[src/rtl/aximm_rd_burst_chk.sv]
// aximm_rd_burst_chk: AXI4 read burst generator and checker.
// Issues one INCR read burst per start pulse. Each returning beat is compared
// against an incrementing 32-bit word pattern (seed + k*NW + j). The first and
// last beats are captured, and sticky response/RLAST error flags are kept.
// Optional watchdog: define AXIMM_RD_CHK_TIMEOUT_EN to build it in. Without it,
// o_timeout is tied low and the block waits indefinitely for the slave.

// Per-word pattern comparator; one instance per 32-bit word of the R bus.
module aximm_rd_burst_chk_lane (
  input  logic [31:0] i_word,
  input  logic [31:0] i_exp,
  output logic        o_mis
);
  assign o_mis = (i_word != i_exp);
endmodule


[config.mk]
export PLATFORM = sky130hd
export DESIGN_NAME = aximm_rd_burst_chk_lane
export DESIGN_NICKNAME = d
export VERILOG_FILES = /design/src/rtl/aximm_rd_burst_chk.sv
export SDC_FILE = /design/constraint.sdc
export NUM_CORES = 1
export LEC_CHECK = 0
export BUFFER_PORTS_ARGS = -buffer_cell sky130_fd_sc_hd__buf_2
export CAP_MARGIN = 20
export CORE_AREA = 2 2 39 41
export DETAILED_ROUTE_END_ITERATION = 8
export DIE_AREA = 0 0 41 43
export PLACE_DENSITY = 0.81
export SKIP_LAST_GASP = 1
export SLEW_MARGIN = 30
export SYNTH_ARGS = -nofsm -noshare
export SYNTH_HDL_FRONTEND = slang
export SYNTH_SLANG_ARGS = --single-unit
[constraint.sdc]
create_clock -name vclk -period 1.3
set_clock_uncertainty 0.2 [all_clocks]
set_input_delay 0.26 -clock vclk [all_inputs]
set_output_delay 0.26 -clock vclk [all_outputs]
set_load 0.01 [all_outputs]
; ---- Word-level counts from Yosys, hierarchy flattened
; Index checks and enable logic that the tools add are counted.
; W data, S select, Z words.
[op_classes]
eq_ne = 1
[op_table]
columns = op, n
row1 = $ne A32 B32 Y1, 1
[word_totals]
regBits = 0
inputBits = 64
elab_cells = 1

; ---- Logic depth before layout (Yosys ltp)
[depth]
ltp_word = 1
depth_mapped = 4
ltp_nobuf = 4

; ---- Least setup slack after synthesis
; No wires, ideal clock.
[synth_path]
path_kind = in2out
startpoint = in i_exp[13]
endpoint = out o_mis
slack_ns = -0.026
stages = 4
path_buffers = 0
t_arrival_ns = 0.866
path_cell_list = xnor2_1 > nand4_1 > nor4_1 > nand2_1
[synth_between]
elab_chain_cells = 1
[synth_lines]
columns = item, line_no
row1 = start: declaration, 11  ; input logic [31:0] i_exp,
row2 = $ne A32 B32 Y1, 14  ; assign o_mis = (i_word != i_exp);
row3 = end: declaration, 12  ; output logic o_mis
; Every way passes these cells.

; ---- Worst setup path in the final report
[layout_path]
startpoint = in i_word[25]
endpoint = out o_mis
[layout_between]
elab_chain_cells = 1
[layout_lines]
columns = item, line_no
row1 = start: declaration, 10  ; input logic [31:0] i_word,
row2 = $ne A32 B32 Y1, 14
; Every way passes these cells.

==> reports/metrics.cfg <==
[grt]
grt.overflow.total = 0
grtUsageTotal_pct = 12.2
grt_pass1_wl_mm = 1.58
antenna_found_initial = 0
first_global_vias = 466
grt_max_degree = 2

[worst_setup_path]
slowest_delay_ns = 0.30
path_cells = buf_6 -> xnor2_2 -> nand4_1 -> nor4_2 -> nand2_1 -> buf_2
start_kind = primary input
cp-startpoint = i_word[25]
worstSetupEndpointType = primary output
cp_top_family = simple AND/OR/NAND/NOR gates
cp.required_ns = 0.84
crit_slowest_cell = nor4_2
timing_worst_setup_path_type = in2out
crit_path_max_fanout = 1
worstPathArrival_ns = 1.15
critPathBufInv = 2

[synth]
syn_nets = 107
yosysTopAreaCellShare_pct = 80.9
synth-seq-area-share_pct = 0
synth_area_sq_um = 347
synthDistinctLibCells = 4
postSynthAreaPerCell_sq_um = 8.06
syn_inst = 43
synth_top_cell_by_area = xnor2_1
synth.area.top_cells = xnor2_1 81%, nand4_1 14%, nor4_1 3.6%
synth_warnings = 0

[pwr]
p_sw_uw = 85.9
clockPowerShare_pct = 0
p_leak_uw = 0.000401
netSwitchingFraction_pct = 33.9
p_seq_share_pct = 0
p_per_area_mw_per_mm2 = 312
p_int_uw = 168
peakVddDrop_v = 0.000142
p_comb_share_pct = 100.0

[detailed_routing]
wl_met1_um = 322
dr.pass1.iters = 1
maxUsedRoutingLayer = met3
vias_per_cell = 4.28
wl_per_cell_um = 8.77
route.met3.wl_um = 123
via_count = 531
antenna_left = 0
dr_wl_met2_um = 641
wl_mm = 1.09
drc = 0
drt_iter0_drc = 0

[timing]
fin_ws_ns = -0.309
hold_violations = 0
rsz0062_at_grt = true
tightestPinTransition_ns = 0.220
slew_headroom_pct = 85.2
max_freq_mhz = 621
maxSlewViolCount = 0
finalSetupViolations = 1
finalCritPeriodShare_pct = 124
finalCriticalPeriod_ns = 1.61

[finish]
final_cell_area_sq_um = 813
nets = 174
stdcell_count = 124
nClkBuffers = 0
final-seq-area_sq_um = 0
design.seq.count = 0
antenna_cells = 0
syn2layout_area_growth_pct = 135
drive_above_1_share_pct = 72.2
mostFrequentLayoutCells = 61 x buf_2, 20 x xnor2_1, 12 x xnor2_2
final_common_cell = buf_2

[die]
boundaryPins = 65
num_rows = 14
dieArea_sq_mm = 0.00176
dieWidth_um = 41
core_sq_mm = 0.00138
die_h_um = 43
initial_core_util_pct = 25.0

[place]
place_inst = 124
dp.final_hpwl_mm = 1.04
io_buffer_count = 65
dpl-instance-area_sq_um = 737
place_congestion = 0.649

[outcome]
violations = negative setup slack
status = finished with violations

[hold_path]
min_from = i_word[24]
hp-class = in2out
min_path_cells = 6
hold_end = o_mis

[clocking]
hold_buffers = 0

[job]
cap_violations = 0

==> logic make-up after synthesis <==
kind of cell | synth area share [%]
simple gates | 19.1
xor+xnor | 80.9
==> how the worst max path moves through the flow <==
| stage | to | slack (ns) | cells after the start |
|---|---|---|---|
| CTS | o_mis | -0.34 | 6 |
| floorplan | o_mis | -0.02 | 4 |
| detailed placement | o_mis | -0.35 | 6 |
| finish | o_mis | -0.31 | 6 |
| global route | o_mis | -0.39 | 6 |
| global placement | o_mis | -0.36 | 6 |
==> power by group through the flow <==
stage          clock network, uW  registers [uW]  logic [uW]
2_1_floorplan                  0               0         106
3_5_place_dp                   0               0         230
3_3_place_gp                   0               0         225
6_report                       0               0         253
4_1_cts                        0               0         232
5_1_grt                        0               0         278
==> Yosys cell counts (all sizes together) <==
cell type / n
xnor2: 32
nand2: 1
nand4: 8
nor4: 2
==> routing by layer <==
| layer | GRT usage, % | vias up |
|---|---|---|
| met2 | 27.2 | 37 |
| met4 | 0 | 0 |
| li1 | - | 279 |
| met3 | 0 | 0 |
| met5 | 0 | - |
| met1 | 11.2 | 215 |
==> final cells by class <==
type	count	area (sq um)
fillers	132	571
multi-input cells	43	443
well taps	16	20.0
repair buffers	65	350
==> through the flow <==
step / hold slack, ns / util [%] / TNS, ns / total power, uW / worst slack (ns)
2_1_floorplan: 0.540 / - / -0.0158 / 106 / -0.0158
3_3_place_gp: 0.737 / 53.3 / -0.357 / 225 / -0.357
3_5_place_dp: 0.742 / 53.3 / -0.349 / 230 / -0.349
4_1_cts: 0.744 / 53.7 / -0.339 / 232 / -0.339
5_1_grt: 0.772 / 58.8 / -0.386 / 278 / -0.386
6_report: 0.731 / 58.8 / -0.309 / 253 / -0.309
==> timing repair <==
action	CTS	global route
buffers inserted	0	0
gates resized for setup	1	10
hold endpoints to repair	0	0
endpoints found under the setup margin	1	1
pin swaps	0	8
gates cloned	0	0
Power figures use the tool's default switching activity.
